`src/rtl/dbg_scan_ctrl.sv`:
```
// Debug-view scan sequencer: on each display tick, fetches the next entry of the
// selected debug source over a req/ack read port and holds it for the 7-seg path.
module dbg_scan_ctrl #(
  parameter int RF_DEPTH  = 32,
  parameter int DM_DEPTH  = 8,
  parameter int ALU_DEPTH = 4,
  parameter int TIMEOUT   = 15
) (
  input  logic        clk,
  input  logic        rstn,
  input  logic        tick_i,
  input  logic [1:0]  src_sel_i,
  output logic        rd_req_o,
  output logic [1:0]  rd_src_o,
  output logic [5:0]  rd_addr_o,
  input  logic        rd_ack_i,
  input  logic [31:0] rd_data_i,
  output logic [31:0] disp_data_o,
  output logic [5:0]  disp_addr_o,
  output logic        disp_valid_o,
  output logic        busy_o
);

  localparam int CW = $clog2(TIMEOUT + 1);

  typedef enum logic {IDLE = 1'b0, REQ = 1'b1} state_t;

  state_t        state_q, state_d;
  logic [5:0]    scan_q;
  logic [5:0]    last_addr;
  logic [1:0]    src_q;
  logic          pending_q;
  logic [CW-1:0] cnt_q;

  logic src_chg, start, abort, ack_done, tmo, finish;

  // A changed select (including 00) always beats an ack or a timeout in the same cycle.
  assign src_chg  = (src_sel_i != src_q);
  assign start    = (state_q == IDLE) && (tick_i || pending_q) && (src_sel_i != 2'b00);
  assign abort    = (state_q == REQ) && src_chg;
  assign ack_done = (state_q == REQ) && !src_chg && rd_ack_i;
  assign tmo      = (state_q == REQ) && !src_chg && !rd_ack_i && (cnt_q == CW'(TIMEOUT - 1));
  assign finish   = ack_done || tmo;

  assign rd_src_o  = src_q;
  assign rd_addr_o = scan_q;

  always_comb begin
    case (src_q)
      2'b01:   last_addr = 6'(RF_DEPTH - 1);
      2'b10:   last_addr = 6'(DM_DEPTH - 1);
      2'b11:   last_addr = 6'(ALU_DEPTH - 1);
      default: last_addr = '0;
    endcase
  end

  always_ff @(posedge clk or negedge rstn) begin
    // NOTE: all clocked state uses non-blocking assignments so every register
    // samples pre-edge values, independent of statement or process order.
    if (!rstn) state_q <= IDLE;
    else       state_q <= state_d;
  end

  always_comb begin
    // NOTE: default assignment first so no path through the block leaves
    // state_d unassigned, which would infer a latch.
    state_d = state_q;
    case (state_q)
      IDLE:    if (start) state_d = REQ;
      REQ:     if (abort || finish) state_d = IDLE;
      default: state_d = IDLE;
    endcase
  end

  // Request outputs decode straight from the state flop, so reset drops them at once.
  always_comb begin
    rd_req_o = 1'b0;
    busy_o   = 1'b0;
    if (state_q == REQ) begin
      rd_req_o = 1'b1;
      busy_o   = 1'b1;
    end
  end

  always_ff @(posedge clk or negedge rstn) begin
    if (!rstn) begin
      scan_q       <= '0;
      src_q        <= 2'b00;
      pending_q    <= 1'b0;
      cnt_q        <= '0;
      disp_data_o  <= '0;
      disp_addr_o  <= '0;
      disp_valid_o <= 1'b0;
    end else begin
      if (start) src_q <= src_sel_i;

      // Only one tick is remembered; it is consumed (or dropped) in the next IDLE cycle.
      pending_q <= (state_q == REQ) && !abort && (pending_q || tick_i);
      cnt_q     <= (state_q == REQ) ? cnt_q + CW'(1) : '0;

      if (src_chg)     scan_q <= '0;
      else if (finish) scan_q <= (scan_q == last_addr) ? 6'd0 : scan_q + 6'd1;

      if (finish) begin
        disp_data_o <= ack_done ? rd_data_i : 32'hFFFF_FFFF;
        disp_addr_o <= scan_q;
      end

      if (src_chg)     disp_valid_o <= 1'b0;
      else if (finish) disp_valid_o <= 1'b1;
    end
  end

endmodule

```
`config.mk`:
```
export PLATFORM = sky130hd
export DESIGN_NAME = dbg_scan_ctrl
export DESIGN_NICKNAME = d
export VERILOG_FILES = /design/src/rtl/dbg_scan_ctrl.sv
export SDC_FILE = /design/constraint.sdc
export NUM_CORES = 1
export LEC_CHECK = 0
export BUFFER_PORTS_ARGS = -buffer_cell sky130_fd_sc_hd__buf_2
export CAP_MARGIN = 0
export CELL_PAD_IN_SITES_DETAIL_PLACEMENT = 0
export CELL_PAD_IN_SITES_GLOBAL_PLACEMENT = 1
export CORE_AREA = 5 5 91 93
export CTS_BUF_LIST = sky130_fd_sc_hd__clkbuf_16
export DETAILED_ROUTE_END_ITERATION = 6
export DIE_AREA = 0 0 96 98
export PLACE_DENSITY_LB_ADDON = 0.1
export SLEW_MARGIN = 10
export SYNTH_ARGS = -nofsm -noshare
export SYNTH_HDL_FRONTEND = slang
export SYNTH_SLANG_ARGS = --single-unit
```
`constraint.sdc`:
```
create_clock -name clk -period 2.3 [get_ports clk]
set_input_delay 0.345 -clock clk [delete_from_list [all_inputs] [get_ports clk]]
set_output_delay 0.345 -clock clk [all_outputs]
set_load 0.01 [all_outputs]
```
# ---- Word-level counts from Yosys, hierarchy flattened
# Index checks and enable logic that the tools add are counted.
dict set report op_classes {
  n_addsub 2
  eq_ne 6
  bitwise_logic 1
  n_reduce_logical 17
  mux 12
}
# op n
set ops {}
lappend ops {{32-bit two-way mux} 1}
lappend ops {{6-bit two-way mux} 3}
lappend ops {{5-bit case mux with 3 select lines} 1}
lappend ops {{1-bit logical AND} 9}
lappend ops {{6-bit by 1-bit adder with 6-bit output (second input constant)} 1}
lappend ops {{6-bit by 5-bit == test with 1-bit output} 1}
lappend ops {{1-bit two-way mux} 5}
lappend ops {{4-bit by 1-bit adder with 4-bit output (second input constant)} 1}
lappend ops {{2-bit == test (second input constant)} 2}
lappend ops {{4-bit == test (second input constant)} 1}
lappend ops {{4-bit two-way mux} 1}
lappend ops {{2-bit nonzero test} 2}
lappend ops {{1-bit logical NOT} 3}
lappend ops {{1-bit logical OR} 3}
lappend ops {{2-bit by 1-bit == test with 1-bit output (second input constant)} 1}
lappend ops {{2-bit inequality test} 1}
lappend ops {{1-bit case mux with 2 select lines} 1}
lappend ops {{1-bit inverter} 1}
dict set report word_totals {
  regBits 53
  inputBits 38
  wordCells 46
  out_inout_bits 49
}

# ---- Logic depth before layout (Yosys ltp)
# Gate-level depths: netlist of run 1.
dict set report logic_depth {
  word_depth 9
  ltp_mapped 7
  depth_no_buf 7
}

# ---- Worst setup path before layout of run 1
# No wires, ideal clock.
dict set report synth_timing {
  path_kind {register to register}
  from {reg src_q[0], in the netlist rd_src_o[0]}
  to {reg scan_q[3], in the netlist rd_addr_o[3]}
  stages_incl_launch_ff 8
  synth_period_minus_slack_ps 1786
  setup_ps 121
  path_slack_ps 514
  required_ps 2179
  t_arrival_ps 1665
  n_path_buf 0
  path_cell_list {dfrtp_1 -> inv_1 -> ha_1 -> and3b_1 -> a21oi_1 -> o41ai_4 -> nor2_1 -> a22o_1}
}
dict set report synth_between {
  elab_chain_len 7
  elab_cells_between_ends 16
  cone_classes {eq/ne (5); mux (4); reduce/logical (7)}
}
# item line_no
set synth_lines {}
lappend synth_lines {{start: declaration} 31} ;# logic [1:0] src_q;
lappend synth_lines {{start signal: assignment} 95} ;# if (start) src_q <= src_sel_i;
lappend synth_lines {{branches (longest 7 deep; another with 6-bit by 5-bit == test with 1-bit output)} -}
lappend synth_lines {{end signal: assignment} 102} ;# else if (finish) scan_q <= (scan_q == last_addr) ? 6'd0 : scan_q + 6'd1;
lappend synth_lines {{end: declaration} 29} ;# logic [5:0] scan_q;
# Parallel ways; which one is timed is not known. The select of a mux whose other input is x is not followed.
# A chain may end at the register's enable or synchronous reset.

# ---- Worst setup path after layout of run 1
dict set report layout_timing {
  from {reg src_q[0], in the netlist rd_src_o[0]}
  to {reg scan_q[2], in the netlist rd_addr_o[2]}
}
# Same word-level chain as after synthesis.

==> results of run 1 <==
-- where the power goes --
part | switching, uW | leakage [uW] | internal (uW)
Combinational | 558 | 0.000698 | 523
Sequential | 203 | 0.000646 | 1270
Clock | 331 | 0.0000712 | 400
-- worst max path at each step --
stage,end,depth (start not counted),startpoint,slack [ns]
after floorplan,rd_addr_o[3],7,rd_src_o[0],0.51
after global placement,disp_data_o[13],7,src_sel_i[0],0.36
after detailed placement,disp_data_o[19],7,src_sel_i[0],0.38
after CTS,disp_data_o[13],6,rd_src_o[0],0.39
after global routing,rd_addr_o[3],7,rd_src_o[0],0.25
final,rd_addr_o[2],7,rd_src_o[0],0.40
-- cell usage in the layout, fill, tap and decap left out, types with 2 or more instances in the layout --
| cell type | instances |
|---|---|
| nand3_1 | 7 |
| xor2_1 | 4 |
| nand2_1 | 5 |
| o22a_1 | 32 |
| a22o_1 | 4 |
| dfrtp_1 | 53 |
| buf_4 | 6 |
| clkbuf_16 | 5 |
| nor2b_1 | 4 |
| nor2_1 | 6 |
| buf_2 | 86 |
| and3_1 | 2 |
| a21o_1 | 2 |
| inv_1 | 3 |
| xnor2_1 | 2 |
| o21ai_1 | 4 |
| ha_1 | 5 |
| nor2_4 | 2 |
| and2_1 | 4 |
| mux2_1 | 6 |
-- Yosys cell counts --
master     n  area, um^2
nor3_1     1        5.00
nor2_1     7        26.3
nand2_1    5        18.8
o22a_1    32         280
buf_4      2        15.0
and3b_1    1        8.76
o22ai_1    1        6.26
inv_1      3        11.3
a31oi_1    1        6.26
and3_1     2        12.5
a21o_1     2        15.0
xor2_1     4        35.0
nand2b_1   1        6.26
o21ai_1    4        20.0
xnor2_1    2        17.5
a21oi_1    1        5.00
buf_2      3        15.0
nor2_4     1        11.3
and2_1     4        25.0
ha_1       5        62.6
or4_1      1        7.51
nand3_1    7        35.0
o32ai_1    1        8.76
dfrtp_1   53        1330
nor2b_1    4        25.0
o41ai_4    1        27.5
mux2_1     6        67.6
clkbuf_1   4        15.0
a22o_1     4        35.0
-- registers in the layout, indices dropped and copies added, names as in the netlist --
name          count
disp_valid_o      1
state_q           1
cnt_q             4
disp_addr_o       6
rd_addr_o         6
rd_src_o          2
pending_q         1
disp_data_o      32
-- worst max-delay path, stage by stage, from the launching register on --
cell and delay, ns:
dfrtp_1 0.41, inv_1 0.09, ha_1 0.21, and3b_1 0.20
a21oi_1 0.06, o41ai_4 0.44, nor2_1 0.15, a22o_1 0.24
-- cells by family (layout without fill, tap and decap cells) --
kind of cell	Yosys count	in the layout	share of synthesized area (%)
multiplexers	6	6	3.14
XOR/XNOR	6	6	2.44
AND/OR/NAND/NOR	34	34	8.43
AO/OA/AOI/OAI	47	47	18.8
buffers and inverters	12	103	2.62
adder cells (fa/ha/maj)	5	5	2.91
flip-flops	53	53	61.7
-- layout make-up --
cell class	instances	area [um^2]	share of cell area (%)
clock inverter	3	17.5	0.613
inverter	3	11.3	0.394
multi-input combinational	98	776	27.1
timing repair buffer	92	475	16.6
clock buffer	5	125	4.38
sequential	53	1330	46.4
tap	102	128	4.46
-- metal layers --
layer  up-vias  routed length (um)  share of wire (%)  track usage, %
met1       810                2290                 44            15.6
met4         0                  40               0.77            3.28
met2        59                2470                 47            19.3
li1        785                   -                  -               -
met5         -                   0                  0               0
met3         4                 433                8.3            4.16
-- per-stage QoR --
step | total power, uW | util [%] | worst slack [ns]
finish | 3280 | 38.4 | 0.399
global route | 3540 | 38.4 | 0.245
CTS | 3350 | 38.4 | 0.393
detailed placement | 2600 | 36.5 | 0.384
global placement | 2600 | 36.5 | 0.359
floorplan | 2080 | - | 0.514
==> results.txt, run 1 <==
Wirelength per Cell -> 14.7 um
Post-Place Cell Area -> 0.00272 mm^2
Syn Inst Count -> 163
Crit end category -> flop
Reg clk slew, reported paths -> 0.07 ns
Clock root buffer -> clkbuf_16
Syn Nets -> 206
Via density -> 4.66
R2R Setup Slk -> 0.40 ns
CTS tree -> done
Max clock buf depth -> 2
Die extent in y -> 98 um
Final net count -> 296
Register area share after synthesis -> 61.7%
Setup-failing EPs final -> 0
Flops & latches, synth -> 53
Final Max Tran Viols -> 0
DRC Markers -> 0
Max VDD drop -> 0.474 mV
Power per cell area -> 1150 mW/mm^2
Final non-filler cell total -> 356
H-tree levels -> 2
Data arrival, critical path -> 2.08 ns
# diodes -> 0
Min-Delay Path Class -> in2async
Initial antenna violation count -> 0
DR vias -> 1,658
RSZ-0062 raised after global routing -> no
# rows -> 32
Tcrit/Tclk final -> 82.6%
RR Endpoint -> rd_addr_o[2]
CTS sink cnt -> 53
Fin area -> 0.00286 mm^2
Largest net degree at the start of global routing -> 36
Hold Vio Cnt, Final -> 0
PortBufs -> 86
Later-pin clock latency in the skew report -> 0.29 ns
Setup Skew -> 0.00415 ns
Syn. warnings -> 0
Worst-Margin Slew -> 0.801 ns
Antenna-violating nets left -> 0
Maxcap violations -> 0
Overflow after GRT -> 0
Share of layout cells above drive strength 1 -> 40.2%
FILL cells -> 793
Startpoint Class -> flop
GR Util All Layers -> 12.1%
Setup total negative slack -> 0 ns
TritonCTS buffer count -> 5
CP Max Fanout -> 5
Worst endpoint required time -> 2.48 ns
Pleak -> 0.00141 uW
Starting density of the core -> 28.9%
First drt pass iteration count -> 4
Core ar. -> 0.00745 mm^2
FF-to-FF path depth -> 7
Status -> finished clean
Worst R2R Start -> rd_src_o[0]
Die footprint -> 0.00941 mm^2
Dpl cells -> 348
Iter 0 DRT Violations -> 39
CTS resizes -> 0
Synth Cell Area -> 0.00215 mm^2
Die width -> 96 um
Layout Area Growth over Synthesis -> 32.9%
Mean Syn Cell Area -> 13.2 um^2
CTS Hold Bufs -> 0
IO Pins -> 87
Final min period -> 1.90 ns
Hold slack -> 0.148 ns
FMAX -> 0.526 GHz
Synth cell types -> 29
Rel. slew slack -> 46.6%
Post-CTS Setup Repair Bufs -> 0
Global-route wire length before repair -> 9000 um
Vias in the first global route -> 1,849
Detailed placement HPWL -> 3780 um
Routed wire length -> 5230 um
RD Place Congestion -> 0.702
Kind of critical path -> reg2reg
Note: power is estimated with default switching activity, not from simulation.
==> inputs of run 2 (changes only) <==
- clock period: 2.3 -> 1.8 ns (I/O delays scaled with it)
==> run 2 against run 1 <==
Wire length is 4.5% higher. First-iteration DRC count is 33% lower. Final cell count is 5.1% higher. Critical path depth did not move. Core utilization grew 3.3 points. Maximum frequency up 6.1%. Design area rose by 8.7%.
==> results.txt, run 2 (same netlist as run 1, synthesis figures left out) <==
CP Max Fanout -> 5 (unchanged)
Kind of critical path -> reg2reg (unchanged)
Crit end category -> flop (unchanged)
Reg power frac -> 40.6% (was 44.8%)
Final min period -> 1.79 ns (was 1.90 ns)
Setup Skew -> 0.00600 ns (was 0.00415 ns)
Initial antenna violation count -> 0 (unchanged)
First drt pass iteration count -> 4 (unchanged)
Worst-Margin Slew -> 0.527 ns (was 0.801 ns)
PortBufs -> 86 (unchanged)
Largest Register -> disp_data_o (unchanged)
Clock root buffer -> clkbuf_16 (unchanged)
CTS tree -> done (unchanged)
Status -> finished clean (unchanged)
Global-route wire length before repair -> 9090 um (was 9000 um)
RSZ-0062 raised after global routing -> yes (was no)
Share of layout cells above drive strength 1 -> 46.3% (was 40.2%)
Min-Delay Path Class -> in2reg (was in2async)
Via density -> 4.63 (was 4.66)
Wirelength per Cell -> 14.6 um (was 14.7 um)
H-tree levels -> 2 (unchanged)
RD Place Congestion -> 0.774 (was 0.702)
Worst endpoint required time -> 1.98 ns (was 2.48 ns)
Hold Vio Cnt, Final -> 0 (unchanged)
Fin area -> 0.00311 mm^2 (was 0.00286 mm^2)
Layout Area Growth over Synthesis -> 44.5% (was 32.9%)
FF-to-FF path depth -> 7 (unchanged)
Max FFs per register -> 32 (unchanged)
Setup total negative slack -> 0 ns (unchanged)
Final net count -> 314 (was 296)
Overflow after GRT -> 0 (unchanged)
GR Util All Layers -> 12.2% (was 12.1%)
WHS Endpoint -> disp_data_o[20]
R2R Setup Slk -> 0.009 ns (was 0.40 ns)
CTS sink cnt -> 53 (unchanged)
Data arrival, critical path -> 1.97 ns (was 2.08 ns)
Later-pin clock latency in the skew report -> 0.29 ns (about the same)
Hold_sp -> rd_data_i[20]
Iter 0 DRT Violations -> 26 (was 39)
# diodes -> 0 (unchanged)
Die extent in y -> 98 um (unchanged)
Sw Pwr -> 1450 uW (was 1090 uW)
Reg clk slew, reported paths -> 0.07 ns (about the same)
Gate power share -> 35.6% (was 32.9%)
Worst R2R Start -> rd_src_o[0] (unchanged)
Most common cell after layout, fill and taps aside -> buf_2 (unchanged)
DRC Markers -> 0 (unchanged)
Largest net degree at the start of global routing -> 33 (was 36)
Routed wire length -> 5460 um (was 5230 um)
IO Pins -> 87 (unchanged)
Detailed placement HPWL -> 4010 um (was 3780 um)
Startpoint Class -> flop (unchanged)
Max VDD drop -> 0.610 mV (was 0.474 mV)
Core ar. -> 0.00745 mm^2 (unchanged)
Die width -> 96 um (unchanged)
Max clock buf depth -> 2 (unchanged)
FMAX -> 0.558 GHz (was 0.526 GHz)
# rows -> 32 (unchanged)
Maxcap violations -> 0 (unchanged)
Rel. slew slack -> 64.9% (was 46.6%)
Sw Share -> 32.0% (was 33.3%)
Die footprint -> 0.00941 mm^2 (unchanged)
DR vias -> 1,733 (was 1,658)
Power per cell area -> 1460 mW/mm^2 (was 1150 mW/mm^2)
TritonCTS buffer count -> 5 (unchanged)
Post-Place Cell Area -> 0.00285 mm^2 (was 0.00272 mm^2)
Antenna-violating nets left -> 0 (unchanged)
Clock share of power -> 23.8% (was 22.3%)
Setup-failing EPs final -> 0 (unchanged)
Pleak -> 0.00154 uW (was 0.00141 uW)
P_int -> 3090 uW (was 2190 uW)
Most frequent cells in the layout -> buf_2, dfrtp_1, o22a_1, buf_4, nand3_1 (was buf_2, dfrtp_1, o22a_1, nand3_1)
Vias in the first global route -> 1,855 (was 1,849)
Starting density of the core -> 28.9% (unchanged)
Final Max Tran Viols -> 0 (unchanged)
Hold path cells -> 2
RR Endpoint -> rd_addr_o[3] (was rd_addr_o[2])
Tcrit/Tclk final -> 99.5% (was 82.6%)
## run 2: cell type report
class | instances | area (um^2)
fill | 752 | 4340
sequential | 53 | 1330
multi-input combinational | 98 | 805
timing repair buffer | 110 | 671
tap | 102 | 128
clock buffer | 5 | 125
clock inverter | 3 | 42.5
inverter | 3 | 11.3
## run 2: critical path, stage by stage (launching register included)
cell,delay (ns)
dfrtp_1,0.40
inv_2,0.07
ha_4,0.15
and3b_1,0.22
a21oi_2,0.05
o41ai_4,0.44
nor2_2,0.12
a22o_1,0.24
## run 2: routing by layer
metal / track usage, % / wire length (um)
met1: 16.4 / 2400
met5: 0 / 0
met3: 4.62 / 481
met2: 17.7 / 2460
met4: 4.81 / 128
## run 2: timing repair
item,CTS,global route
buffers inserted,0,4
endpoints found under the hold margin,18,0
gates resized for setup,2,8
endpoints found under the setup margin,5,43
hold buffers,1,0
pin swaps,1,7
gates cloned,0,0
## run 2: worst max path at each step
stage	slack (ns)	to	depth (start not counted)	startpoint
2_1_floorplan	0.01	rd_addr_o[3]	7	rd_src_o[0]
3_3_place_gp	0.02	rd_addr_o[2]	7	rd_src_o[0]
6_report	0.009	rd_addr_o[3]	7	rd_src_o[0]
5_1_grt	-0.08	rd_addr_o[3]	7	rd_src_o[0]
3_5_place_dp	-0.02	rd_addr_o[3]	7	rd_src_o[0]
4_1_cts	0.005	disp_addr_o[5]	6	rd_src_o[0]
## run 2: metrics by stage
stage	setup WS [ns]	utilization, %	total power (uW)	hold slack (ns)	std cells
floorplan	0.0136	-	2660	-0.0256	163
global placement	0.0151	38.3	3430	0.289	361
detailed placement	-0.0246	38.3	3430	0.279	361
CTS	0.00520	40.8	4560	0.201	370
global route	-0.0848	41.7	4870	0.197	374
finish	0.00910	41.7	4540	0.207	374
## run 2: power groups by stage
stage | clock, uW | sequential (uW) | combinational, uW
after global routing | 1170 | 1910 | 1790
after global placement | 0 | 1860 | 1570
after CTS | 1120 | 1850 | 1590
after floorplan | 0 | 2090 | 572
after detailed placement | 0 | 1860 | 1580
final | 1080 | 1850 | 1620
